$ cat config.mk
export PLATFORM = sky130hd
export DESIGN_NAME = dac_setup_sequencer
export DESIGN_NICKNAME = d
export VERILOG_FILES = /design/src/rtl/laser_setup_pkg.sv /design/src/rtl/seq_delay_counter.sv /design/src/rtl/dac_setup_sequencer.sv
export SDC_FILE = /design/constraint.sdc
export NUM_CORES = 1
export LEC_CHECK = 0
export BUFFER_PORTS_ARGS = -buffer_cell sky130_fd_sc_hd__buf_2
export CORE_ASPECT_RATIO = 1.4
export CORE_MARGIN = 4
export CORE_UTILIZATION = 54
export CTS_CLUSTER_DIAMETER = 40
export CTS_CLUSTER_SIZE = 28
export DETAILED_ROUTE_END_ITERATION = 16
export PLACE_DENSITY = 0.76
export RECOVER_POWER = 100
export SYNTH_ARGS = -nofsm -noshare
export SYNTH_HDL_FRONTEND = slang
export SYNTH_HIERARCHICAL = 1
export SYNTH_SLANG_ARGS = --single-unit
$ cat constraint.sdc
create_clock -name clk -period 4.35 [get_ports clk]
set_clock_uncertainty 0.1 [all_clocks]
set_input_delay 1.0875 -clock clk [delete_from_list [all_inputs] [get_ports clk]]
set_output_delay 1.0875 -clock clk [all_outputs]
set_load 0.03 [all_outputs]
$ cat src/rtl/laser_setup_pkg.sv
// rtl/laser_setup_pkg.sv - shared state encoding, step index width and setup word table
package laser_setup_pkg;

  localparam int STEP_IDX_W = 4;

  typedef enum logic [2:0] {
    ST_IDLE,
    ST_ISSUE,
    ST_WAIT_ACK,
    ST_SETTLE,
    ST_DONE,
    ST_ERROR
  } seq_state_e;

  // Index 0 is the leftmost word; unused tail entries are no-op writes.
  localparam logic [0:15][15:0] SETUP_TABLE = {
    16'h8001,  // DAC soft reset
    16'h9010,  // internal reference select
    16'hA001,  // power up X channel
    16'hA002,  // power up Y channel
    16'h3800,  // zero X output
    16'h3900,  // zero Y output
    16'hC0A0,  // laser driver bias
    16'hD001,  // laser driver enable
    16'h0000, 16'h0000, 16'h0000, 16'h0000,
    16'h0000, 16'h0000, 16'h0000, 16'h0000
  };

endpackage

$ cat src/rtl/seq_delay_counter.sv
// rtl/seq_delay_counter.sv - loadable saturating down-counter with a zero flag
module seq_delay_counter #(
  parameter int CNT_W      = 8,
  // 1: flag reports the value the counter is about to take (look-ahead zero)
  parameter bit EARLY_ZERO = 1'b0
) (
  input  logic             clk_i,
  input  logic             rst_ni,
  input  logic             load_i,
  input  logic [CNT_W-1:0] load_val_i,
  input  logic             dec_i,
  output logic             zero_o
);

  logic [CNT_W-1:0] count_q, count_d;

  // Load has priority; decrement stops at zero so the count never wraps.
  always_comb begin
    count_d = count_q;
    if (load_i) begin
      count_d = load_val_i;
    end else if (dec_i && (count_q != '0)) begin
      count_d = count_q - CNT_W'(1);
    end
  end

  // Count register.
  always_ff @(posedge clk_i or negedge rst_ni) begin
    if (!rst_ni) begin
      count_q <= '0;
    end else begin
      count_q <= count_d;
    end
  end

  assign zero_o = EARLY_ZERO ? (count_d == '0) : (count_q == '0);

endmodule

$ cat src/rtl/dac_setup_sequencer.sv
// rtl/dac_setup_sequencer.sv - DAC setup word sequencer with settle delay and ack timeout; SETUP_RETRY_EN adds one retry per step
module dac_setup_sequencer
  import laser_setup_pkg::*;
#(
  parameter int NUM_STEPS      = 8,
  parameter int DATA_W         = 16,
  parameter int SETTLE_CYCLES  = 1000,
  parameter int TIMEOUT_CYCLES = 4096
) (
  input  logic                  clk,
  input  logic                  reset_n,
  input  logic                  setup_start,
  output logic                  wr_req,
  output logic [DATA_W-1:0]     wr_data,
  input  logic                  wr_ack,
  output logic                  busy,
  output logic                  setup_done,
  output logic                  setup_error,
  output logic [STEP_IDX_W-1:0] step_idx
);

  localparam int MAX_CYCLES = (SETTLE_CYCLES > TIMEOUT_CYCLES) ? SETTLE_CYCLES : TIMEOUT_CYCLES;
  localparam int CNT_W      = $clog2(MAX_CYCLES + 1);
  localparam logic [STEP_IDX_W-1:0] LAST_STEP = STEP_IDX_W'(NUM_STEPS - 1);

  function automatic logic [DATA_W-1:0] table_word(input logic [STEP_IDX_W-1:0] idx);
    return DATA_W'(SETUP_TABLE[idx]);
  endfunction

  seq_state_e             state_q, state_d;
  logic [STEP_IDX_W-1:0]  step_q, step_d;
  logic [DATA_W-1:0]      wr_data_q, wr_data_d;
  logic                   wr_req_q, wr_req_d;
  logic                   busy_q, busy_d;
  logic                   done_q, done_d;
  logic                   err_q, err_d;
`ifdef SETUP_RETRY_EN
  logic                   retry_q, retry_d;
`endif

  logic tmo_load, tmo_dec, tmo_expire;
  logic set_load, set_dec, settle_zero;

  // Counter controls come from registered state only, so no loop through the FSM.
  assign tmo_load = (state_q == ST_ISSUE);
  assign tmo_dec  = (state_q == ST_WAIT_ACK) && !wr_ack;
  assign set_load = (state_q == ST_WAIT_ACK) && wr_ack;
  assign set_dec  = (state_q == ST_SETTLE);

  // Look-ahead zero: expiry is seen on the edge the count would reach 0.
  seq_delay_counter #(.CNT_W(CNT_W), .EARLY_ZERO(1'b1)) u_timeout (
    .clk_i      (clk),
    .rst_ni     (reset_n),
    .load_i     (tmo_load),
    .load_val_i (CNT_W'(TIMEOUT_CYCLES)),
    .dec_i      (tmo_dec),
    .zero_o     (tmo_expire)
  );

  seq_delay_counter #(.CNT_W(CNT_W), .EARLY_ZERO(1'b0)) u_settle (
    .clk_i      (clk),
    .rst_ni     (reset_n),
    .load_i     (set_load),
    .load_val_i (CNT_W'(SETTLE_CYCLES)),
    .dec_i      (set_dec),
    .zero_o     (settle_zero)
  );

  // Next-state and next-output logic; outputs derive from the next state so they register cleanly.
  always_comb begin
    state_d   = state_q;
    step_d    = step_q;
    wr_data_d = wr_data_q;
    done_d    = done_q;
    err_d     = err_q;
`ifdef SETUP_RETRY_EN
    retry_d   = retry_q;
`endif
    case (state_q)
      ST_IDLE, ST_DONE, ST_ERROR: begin
        if (setup_start) begin
          step_d  = '0;
          done_d  = 1'b0;
          err_d   = 1'b0;
`ifdef SETUP_RETRY_EN
          retry_d = 1'b0;
`endif
          state_d = ST_ISSUE;
        end
      end
      ST_ISSUE: begin
        wr_data_d = table_word(step_q);
        state_d   = ST_WAIT_ACK;
      end
      ST_WAIT_ACK: begin
        if (wr_ack) begin
`ifdef SETUP_RETRY_EN
          retry_d = 1'b0;
`endif
          state_d = ST_SETTLE;
        end else if (tmo_expire) begin
`ifdef SETUP_RETRY_EN
          if (!retry_q) begin
            retry_d = 1'b1;
            state_d = ST_ISSUE;
          end else begin
            err_d   = 1'b1;
            state_d = ST_ERROR;
          end
`else
          err_d   = 1'b1;
          state_d = ST_ERROR;
`endif
        end
      end
      ST_SETTLE: begin
        if (settle_zero) begin
          if (step_q == LAST_STEP) begin
            done_d  = 1'b1;
            state_d = ST_DONE;
          end else begin
            step_d  = step_q + STEP_IDX_W'(1);
            state_d = ST_ISSUE;
          end
        end
      end
      default: state_d = ST_IDLE;
    endcase
    wr_req_d = (state_d == ST_WAIT_ACK);
    busy_d   = (state_d == ST_ISSUE) || (state_d == ST_WAIT_ACK) || (state_d == ST_SETTLE);
  end

  // State and output registers; reset aborts any pending write immediately.
  always_ff @(posedge clk or negedge reset_n) begin
    if (!reset_n) begin
      state_q   <= ST_IDLE;
      step_q    <= '0;
      wr_data_q <= '0;
      wr_req_q  <= 1'b0;
      busy_q    <= 1'b0;
      done_q    <= 1'b0;
      err_q     <= 1'b0;
`ifdef SETUP_RETRY_EN
      retry_q   <= 1'b0;
`endif
    end else begin
      state_q   <= state_d;
      step_q    <= step_d;
      wr_data_q <= wr_data_d;
      wr_req_q  <= wr_req_d;
      busy_q    <= busy_d;
      done_q    <= done_d;
      err_q     <= err_d;
`ifdef SETUP_RETRY_EN
      retry_q   <= retry_d;
`endif
    end
  end

  assign wr_req      = wr_req_q;
  assign wr_data     = wr_data_q;
  assign busy        = busy_q;
  assign setup_done  = done_q;
  assign setup_error = err_q;
  assign step_idx    = step_q;

endmodule
# After elaboration in Yosys (flattened, before gate mapping)
# Memories as Yosys holds them, arrays and structs flattened. A register that Yosys moved wholly into a read port is not among the register bits.
# Cells that the tools add are included.
[totals]
regBits = 37
rom_bits = 256
output_inout_bits = 24
n_memories = 1
[classes]
addsub = 3
eq_ne = 15
mux = 21
bitwise_logic = 1
reduce_logical = 20
[memory_table]
columns = ["memory", "words", "width", "rd", "rd_clocked_by_memory_dff", "write_ports", "line", "rtl"]
rows = [
  ["(name not given)", 16, 16, 1, 1, 0, "dac_setup_sequencer.sv:27", "return DATA_W'(SETUP_TABLE[idx]);"],
]
[op_table]
columns = ["operator", "count"]
rows = [
  ["$mux W13", 4],
  ["$logic_not A13 Y1", 2],
  ["$reduce_bool A13 Y1", 2],
  ["$sub A13 B1 Y13 const B", 2],
  ["$mux W3", 5],
  ["$eq A3 B2 Y1 const B", 4],
  ["$mux W4", 3],
  ["$ne A2 B2 Y1 const B", 6],
  ["$pmux W3 S4", 1],
  ["$reduce_and A4 Y1", 3],
  ["$pmux W4 S2", 1],
  ["$eq A3 B1 Y1 const B", 2],
  ["$eq A3 B3 Y1 const B", 2],
  ["$reduce_bool A2 Y1", 3],
  ["$mux W1", 5],
  ["$not A4 Y5", 1],
  ["$add A4 B1 Y4 const B", 1],
  ["$eq A4 B3 Y1 const B", 1],
  ["$logic_and A1 B1 Y1", 4],
  ["$pmux W1 S2", 2],
  ["$logic_not A3 Y1", 1],
  ["$reduce_or A3 Y1", 1],
  ["$logic_not A1 Y1", 2],
  ["$logic_or A1 B1 Y1", 2],
]

# Logic depth before layout (Yosys ltp)
[depth]
depth_word = 12
mapped_depth = 16
mapped_depth_nobuf = 14

# Cells and area by module
# The synthesis kept the hierarchy.
[modules_own_cells]
columns = ["mod", "instances", "cells_per_inst", "area_per_inst_um2"]
rows = [
  ["dac_setup_sequencer", 1, 119, 1177.4],
  ["seq_delay_counter (u_timeout)", 1, 110, 972.2],
  ["seq_delay_counter (u_settle)", 1, 103, 898.4],
]

# Worst setup path before layout
# No wires, ideal clock.
[synth_path]
path_kind = "input to register"
from = "input port wr_ack"
to = "register step_q[1] (netlist: step_idx[1])"
setup_ps = 125
arrival_ps = 4467
required_time_ps = 4125
setup_slack_ps = -343
cell_stages = 12
n_path_buf = 0
path_cell_list = "nor4b_4 -> or4b_2 -> nor4_1 -> mux2_2 -> o41ai_2 -> nand4_1 -> nor4_2 -> nand2b_1 -> a22oi_1 -> nor2_1 -> nor3b_4 -> mux2_4"
[synth_lines]
columns = ["element", "line", "rtl"]
rows = [
  ["from (decl)", "dac_setup_sequencer.sv:15", "input logic wr_ack,"],
  ["to (signal assigned)", "dac_setup_sequencer.sv:148", "step_q <= step_d;"],
  ["to (decl)", "dac_setup_sequencer.sv:31", "logic [STEP_IDX_W-1:0] step_q, step_d;"],
]

==> metrics.md <==
| Metric | Value |
|---|---|
| Fin nets | 410 |
| Failing checks | capacitance limit, slew limit |
| Hold Path Class | reg2reg |
| Max Buffers Root-to-Sink | 2 |
| Crit-path most repeated cell | buf_4 |
| Yosys reg bits | 47 |
| Outcome | complete, but fails checks |
| Post-DP HPWL | 4.68 mm |
| Cts hold-fix bufs | 0 |
| Drt total wl | 6.31 mm |
| Post-Synth XOR/XNOR Area | 0.0201 |
| Max-slew violations | 48 |
| Highest ir drop seen on vdd | 0.320 mV |
| CTS H-tree depth | 2 |
| Largest net degree at the start of global routing | 48 |
| Ports | 28 |
| DR vias | 2469 |
| Post-layout util | 0.635 |
| Fin cells | 464 |
| WP data arrival | 4.35 ns |
| Sequential-to-total area share from yosys stat | 0.386 |
| Final min period | 4.24 ns |
| Final WS setup | 0.105 ns |
| Number of global-route vias before repair | 2449 |
| Die height | 96.9 µm |
| Post-Synth Adder-Cell Area | 0.0452 |
| Worst Path Buf+Inv | 4 |
| Drt pass-1 iters | 4 |
| Initial antenna violation count | 0 |
| Crit-path max FO | 3 |
| GRT Overall Usage | 0.192 |
| Reg clk slew, reported paths | 0.10 ns |
| Final period util | 0.976 |
| Dpl cell area | 0.00340 mm² |
| CTS tree | yes |
| Crit path capture type | flop |
| Main combinational cell family by area after synthesis | simple AND/OR/NAND/NOR gates |
| Worst endpoint required time | 4.45 ns |
| Most used flip-flop cell after synthesis | dfrtp_1 |
| Final instance area | 0.00348 mm² |
| GP Congestion | 0.872 |
| Post-route setup TNS | 0 ns |
| Slowest cell on the critical path | or4b_4 |
| Clk sinks | 47 |
| Number of inserted diodes | 0 |
| Clock buffer count from CTS | 5 |
| Full die area | 0.00693 mm² |
| Synth cell types | 71 |
| LEAKAGE | 1.52 nW |
| Dpl cells | 455 |
| Via/cell ratio | 5.32 |
| Core Region | 0.00549 mm² |
| Layout cells sized above 1 | 0.141 |
| Pre-CTS WS | -0.178 ns |
| YS warnings | 6 |
| CP max stage delay | 0.51 ns |
| Worst-Skew Late Latency | 0.31 ns |
| Wire per inst | 13.6 µm |
| CTS Root Cell | clkbuf_8 |
| P&R area growth vs syn | 14.2% |
| PwrDens | 576 mW/mm² |
| Final Setup Violations | 0 |
| CP Launch Type | input pin |
| Port Buffer Count | 22 |
| EDFF count, synth | 0 |
| Grt total ovfl | 0 |
| Hold slack | 0.382 ns |
| Starting density of the core | 0.556 |
| Drc violations | 0 |
| Crit path kind | in2reg |
| Max-slew headroom | -0.672 |
| FMAX | 0.236 GHz |
| Post-synthesis mux area share | 0.0456 |
| Compound-cell area share of the yosys netlist | 0.155 |
| First-pass GRT wire length | 10.8 mm |
| Measured slew at the worst slew-check pin | 2.51 ns |
| Antenna violation net count after detailed routing | 0 |
| Post-synthesis average cell area | 9.18 µm² |
| Die X | 71.5 µm |
| Post-synthesis cell area | 0.00305 mm² |
| Asr flop ratio synth | 1.00 |
| Row cnt | 32 |
| Max cap viols | 1 |
| Crit path max-delay family | simple AND/OR/NAND/NOR gates |
| Post-Syn Instances | 332 |
| DRT iter0 DRCs | 86 |
| Pwr Total | 2.00 mW |
| Simple-gate share of the synthesized area | 0.283 |
| Final hold vios | 0 |
| Crit path cell chain | buf_2, nor4b_4, or4b_4, nor4_4, buf_4, buf_4, nand4_1, and3_1, o22ai_1, nor4_4, buf_4, and2_4, or3_4, nor3b_4, mux2_4 |
==> worst min-delay path: stages (launching register included) <==
cell     delay (ns)
dfrtp_1        0.35
nand2_1        0.05
o31ai_1        0.05
==> logic make-up (layout without fill, tap and decap cells) <==
logic type,count (synthesis),count (layout)
compound gates,69,69
buf+inv,40,66
mux,12,12
other cells,2,40
simple gates,144,144
flops,47,47
xor+xnor,7,7
fa+ha+maj,11,11
==> area by class of cell <==
class / count / area, µm²
Clock buffer: 5 / 68.8
Clock inverter: 3 / 46.3
Fill cell: 475 / 2000
Inverter: 22 / 82.6
Multi-Input combinational cell: 283 / 1840
Sequential cell: 47 / 1180
Tap cell: 68 / 85.1
Timing Repair Buffer: 36 / 183
==> cells in the mapped netlist, drive strengths merged (3+ instances only) <==
library cell	number	area (µm²)
a211oi	3	22.5
xnor2	6	52.6
nor2	36	135
nor4b	3	62.6
a31oi	6	37.5
nand2	36	135
nand3	4	20.0
a21oi	11	55.1
dfrtp	47	1180
nor3	9	45.0
mux2	9	109
clkbuf	8	30.0
and2	4	27.5
nand2b	9	58.8
mux2i	3	30.0
buf	10	78.8
o31a	4	37.5
o21ai	21	109
nand4	7	58.8
nor3b	5	48.8
o41ai	4	50.1
or3	5	36.3
inv	22	82.6
o31ai	4	30.0
nor4	8	86.3
ha	11	138
==> state kept, by name, summed over array words and instances, names as in the netlist <==
signal             flops
u_settle/count_q      13
u_timeout/count_q     13
state_q                3
wr_data               10
busy                   1
step_idx               4
setup_error            1
wr_req                 1
setup_done             1
==> path summary, 6_finish.rpt <==
path	startpoint	end	slack [ns]	depth (start not counted)
min	wr_data[15]	wr_data[15]	0.38	2
min in group asynchronous	reset_n	u_settle/count_q[10]	1.43	1
max	wr_ack	step_idx[1]	0.11	15
max in group asynchronous	reset_n	u_settle/count_q[1]	1.28	1
max reg2reg	u_timeout/count_q[6]	step_idx[1]	0.24	11
min reg2reg	wr_data[15]	wr_data[15]	0.38	2
==> layout by cell type (no fill, tap or decap), types with 4 or more instances in the layout <==
cell | synthesis | final
nor3_1 | 9 | 9
nand4_1 | 6 | 6
clkbuf_1 | 8 | 22
nor4_4 | 2 | 4
a21oi_1 | 11 | 11
inv_1 | 21 | 21
nand3_1 | 4 | 4
nand2b_1 | 8 | 8
nand2_1 | 36 | 36
nor4_1 | 5 | 4
nor2_1 | 36 | 35
dfrtp_1 | 47 | 47
conb_1 | 2 | 40
o31ai_1 | 4 | 4
a31oi_1 | 6 | 6
clkbuf_8 | 0 | 5
buf_4 | 7 | 12
o21ai_0 | 19 | 20
nor3b_1 | 4 | 4
ha_1 | 11 | 11
or3_1 | 4 | 4
mux2_2 | 6 | 5
xnor2_1 | 6 | 6
==> repair_timing <==
action / 4_1_cts / 5_1_grt
endpoints found under the hold margin: 0 / 0
resized for setup: 0 / 2
setup endpoints to repair: 0 / 2
buffers inserted: 0 / 1
==> power by group <==
group | leakage (nW) | switching [mW] | internal (mW)
logic | 0.887 | 0.515 | 0.386
clock network | 0.0548 | 0.163 | 0.173
registers | 0.576 | 0.183 | 0.584
total | 1.52 | 0.861 | 1.14
==> layer usage <==
layer / global-route usage / wire length, µm / vias up
met5: 0 / 0 / -
met4: 0.0955 / 209 / 0
met3: 0.0312 / 159 / 18
met2: 0.340 / 3410 / 41
met1: 0.218 / 2530 / 1157
li1: - / - / 1253
Power figures use the tool's default switching activity.
